==> src/rtl/fifo_pkg.sv <==
// fifo_pkg: Gray-code helpers and defaults shared by the async FIFO
// write-side and read-side pointer controllers.
package fifo_pkg;

   localparam int FIFO_SYNC_STAGES = 2;

   // Widest pointer the helpers handle; callers zero-extend and truncate.
   localparam int PTR_W_MAX = 16;

   typedef logic [PTR_W_MAX-1:0] ptr_t;

   function automatic ptr_t bin2gray(input ptr_t b);
      return b ^ (b >> 1);
   endfunction

   function automatic ptr_t gray2bin(input ptr_t g);
      ptr_t b;
      b[PTR_W_MAX-1] = g[PTR_W_MAX-1];
      for (int i = PTR_W_MAX-2; i >= 0; i--) begin
         b[i] = b[i+1] ^ g[i];
      end
      return b;
   endfunction

   // Full: pointers match except the two MSBs of the aw+1 bit Gray code.
   function automatic logic gray_full(input ptr_t gw,
                                      input ptr_t gr,
                                      input int   aw);
      ptr_t flip;
      flip = ptr_t'(2'b11) << (aw - 1);
      return gw == (gr ^ flip);
   endfunction

endpackage

==> src/rtl/fifo_ptr_sync.sv <==
// fifo_ptr_sync: plain flop chain carrying a Gray pointer across
// clock domains, async active-low reset.
module fifo_ptr_sync
   import fifo_pkg::*;
#(
   parameter int W      = 4,
   parameter int STAGES = FIFO_SYNC_STAGES
) (
   input  logic         clk_i,
   input  logic         rst_ni,
   input  logic [W-1:0] d_i,
   output logic [W-1:0] q_o
);

   logic [W-1:0] rq_q [STAGES];

   always_ff @(posedge clk_i or negedge rst_ni) begin
      if (!rst_ni) begin
         for (int i = 0; i < STAGES; i++) begin
            rq_q[i] <= '0;
         end
      end else begin
         rq_q[0] <= d_i;
         for (int i = 1; i < STAGES; i++) begin
            rq_q[i] <= rq_q[i-1];
         end
      end
   end

   assign q_o = rq_q[STAGES-1];

endmodule

==> src/rtl/fifo_wr_ctrl.sv <==
// fifo_wr_ctrl: async FIFO write pointer, Gray publish, full and level.
// Optional w_almost_full output enabled by WR_ALMOST_FULL_EN.
module fifo_wr_ctrl
   import fifo_pkg::*;
#(
   parameter int DEPTH       = 8,
   parameter int SYNC_STAGES = FIFO_SYNC_STAGES,
   parameter int AF_THRESH   = DEPTH - 2,
   localparam int AW         = $clog2(DEPTH)
) (
   input  logic          w_clk,
   input  logic          w_rst,
   input  logic          w_inc,
   input  logic [AW:0]   gray_r_ptr,
   output logic          w_en,
   output logic [AW-1:0] w_addr,
   output logic [AW:0]   gray_w_ptr,
   output logic          w_full,
   output logic [AW:0]   w_level
`ifdef WR_ALMOST_FULL_EN
   ,
   output logic          w_almost_full
`endif
);

   logic [AW:0] w_ptr_q;
   logic [AW:0] w_ptr_d;
   logic [AW:0] gray_q;
   logic [AW:0] gray_d;
   logic [AW:0] rq_s;
   logic [AW:0] rbin;

   fifo_ptr_sync #(
      .W      (AW + 1),
      .STAGES (SYNC_STAGES)
   ) u_rsync (
      .clk_i  (w_clk),
      .rst_ni (w_rst),
      .d_i    (gray_r_ptr),
      .q_o    (rq_s)
   );

   assign w_en = w_inc && !w_full;

   always_comb begin
      w_ptr_d = w_ptr_q;
      if (w_en) begin
         w_ptr_d = w_ptr_q + (AW+1)'(1);
      end
   end

   // Gray register tracks the next binary value so it never lags w_ptr.
   assign gray_d = (AW+1)'(bin2gray(ptr_t'(w_ptr_d)));

   always_ff @(posedge w_clk or negedge w_rst) begin
      if (!w_rst) begin
         w_ptr_q <= '0;
         gray_q  <= '0;
      end else begin
         w_ptr_q <= w_ptr_d;
         gray_q  <= gray_d;
      end
   end

   assign w_addr     = w_ptr_q[AW-1:0];
   assign gray_w_ptr = gray_q;

   assign w_full = gray_full(ptr_t'(gray_q), ptr_t'(rq_s), AW);

   assign rbin    = (AW+1)'(gray2bin(ptr_t'(rq_s)));
   assign w_level = w_ptr_q - rbin;

`ifdef WR_ALMOST_FULL_EN
   assign w_almost_full = (w_level >= (AW+1)'(AF_THRESH));
`endif

endmodule

==> config.mk <==
export PLATFORM = sky130hd
export DESIGN_NAME = fifo_wr_ctrl
export DESIGN_NICKNAME = d
export VERILOG_FILES = /design/src/rtl/fifo_pkg.sv /design/src/rtl/fifo_ptr_sync.sv /design/src/rtl/fifo_wr_ctrl.sv
export SDC_FILE = /design/constraint.sdc
export NUM_CORES = 1
export LEC_CHECK = 0
export BUFFER_PORTS_ARGS = -buffer_cell sky130_fd_sc_hd__buf_2
export CAP_MARGIN = 0
export CORE_MARGIN = 1
export CORE_UTILIZATION = 49
export CTS_CLUSTER_SIZE = 12
export DETAILED_ROUTE_END_ITERATION = 12
export PLACE_DENSITY = 0.82
export SLEW_MARGIN = 10
export SYNTH_ARGS = -nofsm -noshare
export SYNTH_HDL_FRONTEND = slang
export SYNTH_HIERARCHICAL = 1
export SYNTH_SLANG_ARGS = --single-unit
==> constraint.sdc <==
create_clock -name w_clk -period 3.1 [get_ports w_clk]
set_clock_uncertainty 0.15 [all_clocks]
set_input_delay 0.62 -clock w_clk [delete_from_list [all_inputs] [get_ports w_clk]]
set_output_delay 0.62 -clock w_clk [all_outputs]
set_load 0.01 [all_outputs]
==> results of run 1 <==
area by class of cell:
type                       count  area share, %
sequential                    15           42.6
multi-input combinational     38           39.0
clock buffer                   4           2.98
timing repair buffer          20           11.6
tap                           15           2.13
inverter                       4           1.70
through the flow:
stage | TNS, ns | total power [uW] | utilization, % | area, um^2 | setup slack (ns)
global placement | 0 | 812 | 61.0 | 833 | 0.304
detailed placement | 0 | 838 | 61.0 | 833 | 0.259
CTS | 0 | 946 | 63.5 | 867 | 0.0543
floorplan | 0 | 687 | - | 761 | 0.381
global route | -0.00477 | 1020 | 64.6 | 882 | -0.00477
finish | 0 | 940 | 64.6 | 882 | 0.128
cells in the mapped netlist (all sizes together):
library cell | number | area share (%)
a21boi | 1 | 2.5
a21o | 1 | 0.99
a21oi | 3 | 2.0
buf | 5 | 5.4
dfrtp | 15 | 49
fa | 1 | 2.6
ha | 4 | 6.6
inv | 4 | 2.0
nand2 | 6 | 3.0
nand2b | 1 | 1.8
nand3 | 1 | 0.66
nand4 | 1 | 0.82
nor4 | 1 | 0.82
o21ai | 1 | 0.66
o41a | 1 | 1.5
xnor2 | 9 | 11
xor2 | 7 | 8.1
registers in the layout, indices dropped and copies added, names as in the netlist:
register      flops
w_ptr_q           3
u_rsync/rq_q      4
u_rsync/q_o       4
gray_w_ptr        4
per-layer routing:
layer	vias to the layer above	GRT usage (%)	share of wire (%)
li1	235	-	-
met1	226	21.0	45
met2	16	24.4	49
met3	3	2.61	4.2
met4	0	8.39	1.3
met5	-	0	0
cell families (layout without fill, tap and decap cells):
kind of cell               after synthesis  count (layout)  synth area share, %
DFF                                     15              15                 49.3
and+or+nand+nor                         10              10                 7.07
xor gates and xnor gates                16              16                 19.4
AOI/OAI and AO/OA                        7               7                 7.57
buffers and inverters                    9              28                 7.40
adders and majority gates                5               5                 9.21
worst max-delay path, delay by kind of cell (launching register included):
| family | cells | cell delay [ns] |
|---|---|---|
| flops | 1 | 0.42 |
| fa+ha+maj | 2 | 0.58 |
| buf+inv | 2 | 0.18 |
| xor+xnor | 4 | 0.75 |
worst min path at each step:
stage	from	to	cells past startpoint	slack, ns
after CTS	w_rst	u_rsync/rq_q[4]	1	0.08
final	w_rst	u_rsync/rq_q[4]	1	0.07
after floorplan	w_rst	gray_w_ptr[0]	0	0.17
after global routing	w_rst	u_rsync/rq_q[6]	1	0.08
after global placement	u_rsync/rq_q[5]	u_rsync/q_o[1]	0	0.18
after detailed placement	u_rsync/rq_q[6]	u_rsync/q_o[2]	0	0.19
what timing repair did:
| action | 4_1_cts | 5_1_grt |
|---|---|---|
| buffers inserted | 1 | 0 |
| pin swaps | 1 | 1 |
| endpoints found under the setup margin | 1 | 2 |
| gates cloned | 0 | 0 |
| resized for setup | 0 | 2 |
power by group through the flow:
stage               sequential [uW]  clock (uW)  combinational [uW]
detailed placement              335           0                 503
CTS                             330         107                 508
global route                    341         117                 565
floorplan                       341           0                 346
global placement                330           0                 483
finish                          329         108                 503
placed cells by master, fill, tap and decap left out, types with 2 or more instances in the layout:
master	n
nand2_1	6
inv_1	3
xor2_1	6
buf_2	19
xnor2_2	2
clkbuf_4	3
ha_1	4
dfrtp_1	15
xnor2_1	7
a21oi_1	3
==> qor.txt, run 1 <==
cts bufs inserted: 3
row cnt: 13
root buffer cell: clkbuf_4
VDD IR-drop max: 0.000540 V
worst setup path end: w_level[2]
status: complete, no violations
Sink Count: 15
DRT Pass-1 Iters: 1
Avg Inst Size Synth: 12.3 um^2
DR WL/cell: 12.4 um
Clock Latency Late Sink: 0.28 ns
crit-path max cell delay: 0.42 ns
CP Max Fanout: 2
Yosys cell types: 20
clock power share: 11.5%
initial antenna violation count: 0
fillers: 118
RR Endpoint: gray_w_ptr[0]
starting DRC count in detailed routing: 0
final hold vios: 0
RePlAce Congestion: 0.796
# hold bufs at CTS: 0
Crit. Startpoint: u_rsync/q_o[3]
Initial Util: 55.7%
number of port buffers: 19
post-route minimum period: 2.97 ns
Pleak: 0.000446 uW
sequential element share of the synthesized area: 49.3%
area grow syn2layout: 16.0%
via-per-instance ratio: 5.00
Ports: 20
WP data required: 2.33 ns
fin cells: 96
Total GRT Usage: 15.7%
Die Y: 41.4 um
worst reg-to-reg path cell count: 5
NetSw: 393 uW
Die X: 41.4 um
footprint of the multi-input gates: 344 um^2
syn nets: 74
CP endpoint kind: output pin
number of max-cap violations: 0
Sw Ratio: 41.8%
antenna-violating nets left: 0
WP data arrival: 2.20 ns
layout cell share with drive strength beyond 1: 35.8%
Worst-path clk slew: 0.08 ns
first-pass GRT wire length: 2040 um
FF-to-FF setup slack: 1.03 ns
Mapped Area: 761 um^2
CORE AREA: 1370 um^2
# nets final: 94
Worst slew margin: 66.5%
CP max-delay cell: dfrtp_1
worst-path cell chain: xnor2_2 -> xor2_2 -> xnor2_1 -> ha_1 -> inv_2 -> fa_1 -> xor2_1 -> buf_2
fmax: 336 MHz
YS warnings: 6
register area: 375 um^2
critical setup path kind: register to output pin
CTS H-Tree Depth: 1
Final Hold Slack: 0.0697 ns
grt ovf: 0
TritonCTS clock tree: done
clk buf depth: 2
Comb power frac: 53.5%
Power Density: 1070 nW/um^2
largest net degree at the start of global routing: 16
hpwl dp: 934 um
FF-to-FF Start: gray_w_ptr[3]
final worst path period share: 95.9%
Slew @ Worst Pin: 0.502 ns
final slew viol count: 0
Post-Synthesis Cells: 62
Via Count: 480
Sequential Power Share: 35.0%
Yosys reg bits: 15
full die area: 1710 um^2
placed cell count: 91
Inserted Diodes: 0
DRC viols: 0
internal power: 547 uW
# setup viols final: 0
routed wire length: 1190 um
number of global-route vias before repair: 487
Critical Path Start Type: register
Hold WC Path Type: input pin to asynchronous set/reset pin
Note: power is estimated with default switching activity, not from simulation.
==> inputs of run 2 (changes only) <==
- SYNTH_HIERARCHICAL: 1 -> not set
==> qor.txt, run 2 <==
WP data arrival: 2.17 ns (-0.03 ns)
antenna-violating nets left: 0 (unchanged)
Yosys reg bits: 15 (unchanged)
# nets final: 94 (unchanged)
full die area: 1650 um^2 (-3.8%)
final hold vios: 0 (unchanged)
FF-to-FF setup slack: 1.10 ns (+0.07 ns)
grt ovf: 0 (unchanged)
most frequent cells in the layout: buf_2 (19), dfrtp_1 (15), xnor2_1 (7)
via-per-instance ratio: 4.92 (-1.7%)
critical setup path kind: register to output pin
Sw Ratio: 40.9% (-0.90 points)
Post-synth EDFFs: 0 (unchanged)
met1 wire length: 460 um (-14%)
final worst path period share: 94.8% (-1.1 points)
clock power share: 11.3% (-0.2 points)
VDD IR-drop max: 0.000586 V (+8.6%)
sequential element share of the synthesized area: 51.4% (+2.0 points)
number of port buffers: 19 (unchanged)
RePlAce Congestion: 0.725 (-8.8%)
Pleak: 0.000446 uW (unchanged)
Area contributors post-synth: dfrtp_1 (51%), xnor2_1 (9.6%), xor2_1 (8.4%), ha_1 (6.8%), nand2_1 (3.1%)
DR WL/cell: 10.6 um (-14%)
Synth async-reset ratio: 100% (unchanged)
Via Count: 472 (-1.7%)
worst-path cell chain: xnor2_2 -> xor2_2 -> xnor2_1 -> ha_1 -> inv_2 -> fa_1 -> xor2_1 -> buf_2
CP max-delay cell: dfrtp_1
CORE AREA: 1350 um^2 (-1.2%)
Die X: 40.6 um (-1.9%)
cts bufs inserted: 3 (unchanged)
Initial Util: 54.1% (-1.6 points)
largest net degree at the start of global routing: 16 (unchanged)
post-route minimum period: 2.94 ns (-0.0334 ns)
Sequential Power Share: 35.0% (about the same)
starting DRC count in detailed routing: 3 (+3)
worst reg-to-reg path cell count: 5 (unchanged)
top-area cell type share of the netlist area: 51.4% (+2.0 points)
status: complete, no violations
Critical Path Start Type: register
footprint of the multi-input gates: 344 um^2 (unchanged)
CP Buf/Inv Count: 2 (unchanged)
Crit path max-delay family: XOR/XNOR gates
clk buf depth: 2 (unchanged)
crit-path max cell delay: 0.42 ns (about the same)
Worst-path clk slew: 0.08 ns (about the same)
Slew @ Worst Pin: 0.441 ns (-0.0610 ns)
fmax: 340 MHz (+1.1%)
CTS H-Tree Depth: 1 (unchanged)
initial antenna violation count: 0 (unchanged)
DR WL met2: 523 um (-11%)
most instantiated library cell after synthesis: dfrtp_1
Avg Inst Size Synth: 12.6 um^2 (+2.7%)
Mapped Area: 731 um^2 (-3.9%)
Yosys top cell by area: dfrtp_1
CP Depth: 8 (unchanged)
top layer in use: met3
Hold WC Path Type: input pin to asynchronous set/reset pin
routed wire length: 1020 um (-14%)
Post-Synthesis Cells: 58 (-6.5%)
most common cell after layout, fill and taps aside: buf_2
# hold bufs at CTS: 0 (unchanged)
row cnt: 13 (unchanged)
hpwl dp: 822 um (-12%)
syn nets: 70 (-5.4%)
layout cell share with drive strength beyond 1: 35.8% (unchanged)
internal power: 547 uW (about the same)
RSZ-0062 raised after global routing: no
Comb power frac: 53.7% (+0.2 points)
Power Density: 1050 nW/um^2 (-1.5%)
Crit. Startpoint: u_rsync.q_o[3]
Sink Count: 15 (unchanged)
register area: 375 um^2 (unchanged)
commonest cells in the netlist: dfrtp_1 (15), xnor2_1 (8), xor2_1 (7), nand2_1 (6), ha_1 (4)
number of max-cap violations: 0 (unchanged)
CP endpoint kind: output pin
area grow syn2layout: 20.7%
Clock Latency Late Sink: 0.27 ns (about the same)
root buffer cell: clkbuf_4
fillers: 106 (-10%)
Ports: 20 (unchanged)
Final Hold Slack: 0.0721 ns (+0.00237 ns)
RR Endpoint: gray_w_ptr[0]
Total GRT Usage: 15.0% (-0.70 points)
final slew viol count: 0 (unchanged)
TritonCTS clock tree: done
first-pass GRT wire length: 1500 um (-26%)
number of global-route vias before repair: 410 (-16%)
FF-to-FF Start: gray_w_ptr[3]
# setup viols final: 0 (unchanged)
DRC viols: 0 (unchanged)
worst setup path end: w_level[2]
CP Max Fanout: 2 (unchanged)
Yosys cell types: 19 (-5.0%)
ys flop type: dfrtp_1
Die Y: 40.6 um (-1.9%)
Inserted Diodes: 0 (unchanged)
WP data required: 2.33 ns (about the same)
Worst slew margin: 70.6% (+4.1 points)
total negative slack: 0 ns (unchanged)
DRT Pass-1 Iters: 4 (+3)
met3 wire len: 35 um (-30%)
YS warnings: 0 (-6)
NetSw: 379 uW (-3.6%)
## run 2: changes by cell type after synthesis, sizes merged
cell | before | now
buf | 5 | 1
## run 2: worst min path at each step
stage	end	cells after the start	start	slack, ns
after global routing	gray_w_ptr[0]	1	w_rst	0.08
after CTS	w_ptr_q[1]	1	w_rst	0.08
after floorplan	gray_w_ptr[0]	0	w_rst	0.17
final	w_ptr_q[1]	1	w_rst	0.07
after detailed placement	u_rsync.q_o[2]	0	u_rsync.rq_q[6]	0.19
after global placement	u_rsync.q_o[0]	0	u_rsync.rq_q[4]	0.18
## run 2: per-stage QoR
| stage | util [%] | power, uW | cell area [um^2] | std cells | setup WS (ns) |
|---|---|---|---|---|---|
| 4_1_cts | 64.2 | 936 | 867 | 96 | 0.0825 |
| 6_report | 65.3 | 926 | 882 | 96 | 0.162 |
| 5_1_grt | 65.3 | 1020 | 882 | 96 | 0.0119 |
| 2_1_floorplan | - | 683 | 731 | 58 | 0.461 |
| 3_3_place_gp | 61.7 | 812 | 833 | 91 | 0.344 |
| 3_5_place_dp | 61.7 | 829 | 833 | 91 | 0.275 |
## run 2: power groups by stage
stage / combinational (uW) / clock [uW] / sequential, uW
after floorplan: 341 / 0 / 342
after global placement: 485 / 0 / 327
after detailed placement: 499 / 0 / 330
after CTS: 504 / 107 / 325
after global routing: 570 / 116 / 336
final: 497 / 104 / 324
## run 2: timing repair
action                                  CTS  global route
endpoints found under the hold margin     0             0
resized for setup                         0             2
setup buffers                             1             0
endpoints found under the setup margin    1             3
pin swaps                                 1             1
## run 2: worst register-to-register path, cell delays in order (launching register included)
cell	delay [ns]
dfrtp_1	0.44
xnor2_1	0.19
o41a_1	0.61
nand2b_4	0.22
a21boi_4	0.15
xnor2_2	0.14
## run 2: cell families (layout without fill, tap and decap cells)
logic type | after synthesis | after routing | synth area share, %
AND/OR/NAND/NOR | 10 | 10 | 7.36
buffers and inverters | 5 | 28 | 3.60
flip-flops | 15 | 15 | 51.4
AO/OA/AOI/OAI | 7 | 7 | 7.88
adder cells (fa/ha/maj) | 5 | 5 | 9.59
XOR/XNOR | 16 | 16 | 20.2
## run 2: final cells by class
type / count / share of cell area, %
sequential: 15 / 42.6
multi-input combinational: 38 / 39.0
tap: 15 / 2.13
timing repair buffer: 20 / 11.6
inverter: 4 / 1.70
clock buffer: 4 / 2.98
## run 2: per-layer routing
metal | vias to the layer above | track usage [%]
li1 | 235 | -
met1 | 224 | 16.8
met2 | 13 | 24.2
met3 | 0 | 3.26
met4 | 0 | 12.5
met5 | - | 0
==> inputs of run 3 (changes only) <==
- REMOVE_ABC_BUFFERS: not set -> 1
==> qor.txt, run 3 (synthesized netlist as in run 2, its figures left out) <==
CORE AREA: 1350 um^2 (unchanged)
# setup viols final: 0 (unchanged)
post-route minimum period: 3.01 ns (+0.0750 ns)
Ports: 20 (unchanged)
Initial Util: 54.1% (unchanged)
placed cell count: 91 (unchanged)
Die X: 40.6 um (unchanged)
Total GRT Usage: 18.2% (+3.2 points)
fillers: 100 (-5.7%)
Die Y: 40.6 um (unchanged)
starting DRC count in detailed routing: 4 (+1)
critical setup path kind: register to output pin
Hold WC Path Type: input pin to asynchronous set/reset pin
Slew @ Worst Pin: 0.492 ns (+0.0511 ns)
grt ovf: 0 (unchanged)
root buffer cell: clkbuf_4
worst reg-to-reg path cell count: 5 (unchanged)
footprint of the multi-input gates: 344 um^2 (unchanged)
# nets final: 96 (+2.1%)
hpwl dp: 996 um (+21%)
fmax: 332 MHz (-2.5%)
clk buf depth: 2 (unchanged)
placed cell areas: 833 um^2 (unchanged)
CTS H-Tree Depth: 1 (unchanged)
full die area: 1650 um^2 (unchanged)
layout cell share with drive strength beyond 1: 37.3% (+1.5 points)
most frequent cells in the layout: buf_2 (19), dfrtp_1 (15), xnor2_1 (7)
Final Hold Slack: 0.0727 ns (+0.000633 ns)
area grow syn2layout: 22.8%
most common cell after layout, fill and taps aside: buf_2
first-pass GRT wire length: 1800 um (+20%)
final hold vios: 0 (unchanged)
number of port buffers: 19 (unchanged)
Sink Count: 15 (unchanged)
fin area: 897 um^2 (+1.7%)
Pleak: 0.000456 uW (+2.2%)
# hold bufs at CTS: 0 (unchanged)
Worst slew margin: 67.2% (-3.4 points)
antenna-violating nets left: 0 (unchanged)
number of global-route vias before repair: 459 (+12%)
WP data arrival: 2.24 ns (+0.07 ns)
RePlAce Congestion: 0.791 (+9.0%)
number of max-cap violations: 0 (unchanged)
CP endpoint kind: output pin
WP data required: 2.33 ns (about the same)
FF-to-FF setup slack: 1.03 ns (-0.07 ns)
Clock Latency Late Sink: 0.28 ns (about the same)
final worst path period share: 97.2% (+2.4 points)
Worst-path clk slew: 0.08 ns (about the same)
final slew viol count: 0 (unchanged)
routed wire length: 1320 um (+30%)
DRC viols: 0 (unchanged)
Critical Path Start Type: register
register area: 375 um^2 (unchanged)
DRT Pass-1 Iters: 4 (unchanged)
CP Max Fanout: 3 (+1)
cts bufs inserted: 3 (unchanged)
Via Count: 511 (+8.3%)
largest net degree at the start of global routing: 16 (unchanged)
fin cells: 98 (+2.1%)
status: complete, no violations
via-per-instance ratio: 5.21 (+6.1%)
Inserted Diodes: 0 (unchanged)
row cnt: 13 (unchanged)
VDD IR-drop max: 0.000510 V (-13%)
TritonCTS clock tree: done
DR WL/cell: 13.5 um (+27%)
total chip power: 952 uW (+2.9%)
Power Density: 1060 nW/um^2 (+1.1%)
initial antenna violation count: 0 (unchanged)
## run 3: metal layers
layer	routed length [um]	GRT usage, %	vias to the layer above
met5	0	0	-
li1	-	-	239
met1	485	16.5	251
met3	45	4.89	2
met2	770	35.3	19
met4	20	10.0	0
## run 3: worst max-delay path: stages, from the launching register on
cell and delay, ns:
dfrtp_1 0.41, xnor2_2 0.24, xor2_2 0.26, xnor2_1 0.15
ha_1 0.18, inv_2 0.05, fa_1 0.40, xor2_1 0.15
buf_2 0.13
## run 3: power breakdown
part | switching (uW) | leakage (uW) | internal, uW
Combinational | 268 | 0.000265 | 248
Clock | 55.7 | 0.0000150 | 49.9
Sequential | 79.0 | 0.000176 | 251
## run 3: worst paths after layout
| kind | start | end |
|---|---|---|
| hold reg to reg | u_rsync.rq_q[5] | u_rsync.q_o[1] |
| max in group asynchronous | w_rst | gray_w_ptr[0] |
| hold / removal | w_rst | w_ptr_q[2] |
| setup reg to reg | gray_w_ptr[3] | gray_w_ptr[0] |
| setup / recovery | u_rsync.q_o[2] | w_level[2] |
| min in group w_clk | u_rsync.rq_q[5] | u_rsync.q_o[1] |
## run 3: stage by stage
step | setup TNS, ns | setup slack (ns) | util, %
2_1_floorplan | 0 | 0.461 | -
3_3_place_gp | 0 | 0.376 | 61.7
3_5_place_dp | 0 | 0.272 | 61.7
4_1_cts | 0 | 0.00625 | 64.2
5_1_grt | -0.0476 | -0.0455 | 66.5
6_report | 0 | 0.0866 | 66.5
## run 3: final cells by class
| type | instances | share of cell area [%] |
|---|---|---|
| Timing Repair Buffer | 22 | 13.1 |
| Tap cell | 15 | 2.09 |
| Sequential cell | 15 | 41.8 |
| Multi-Input combinational cell | 38 | 38.4 |
| Clock buffer | 4 | 2.93 |
| Inverter | 4 | 1.67 |
## run 3: what timing repair did
| item | 4_1_cts | 5_1_grt |
|---|---|---|
| resized for setup | 1 | 1 |
| setup endpoints to repair | 1 | 3 |
| pin swaps | 0 | 2 |
| buffers inserted | 0 | 3 |
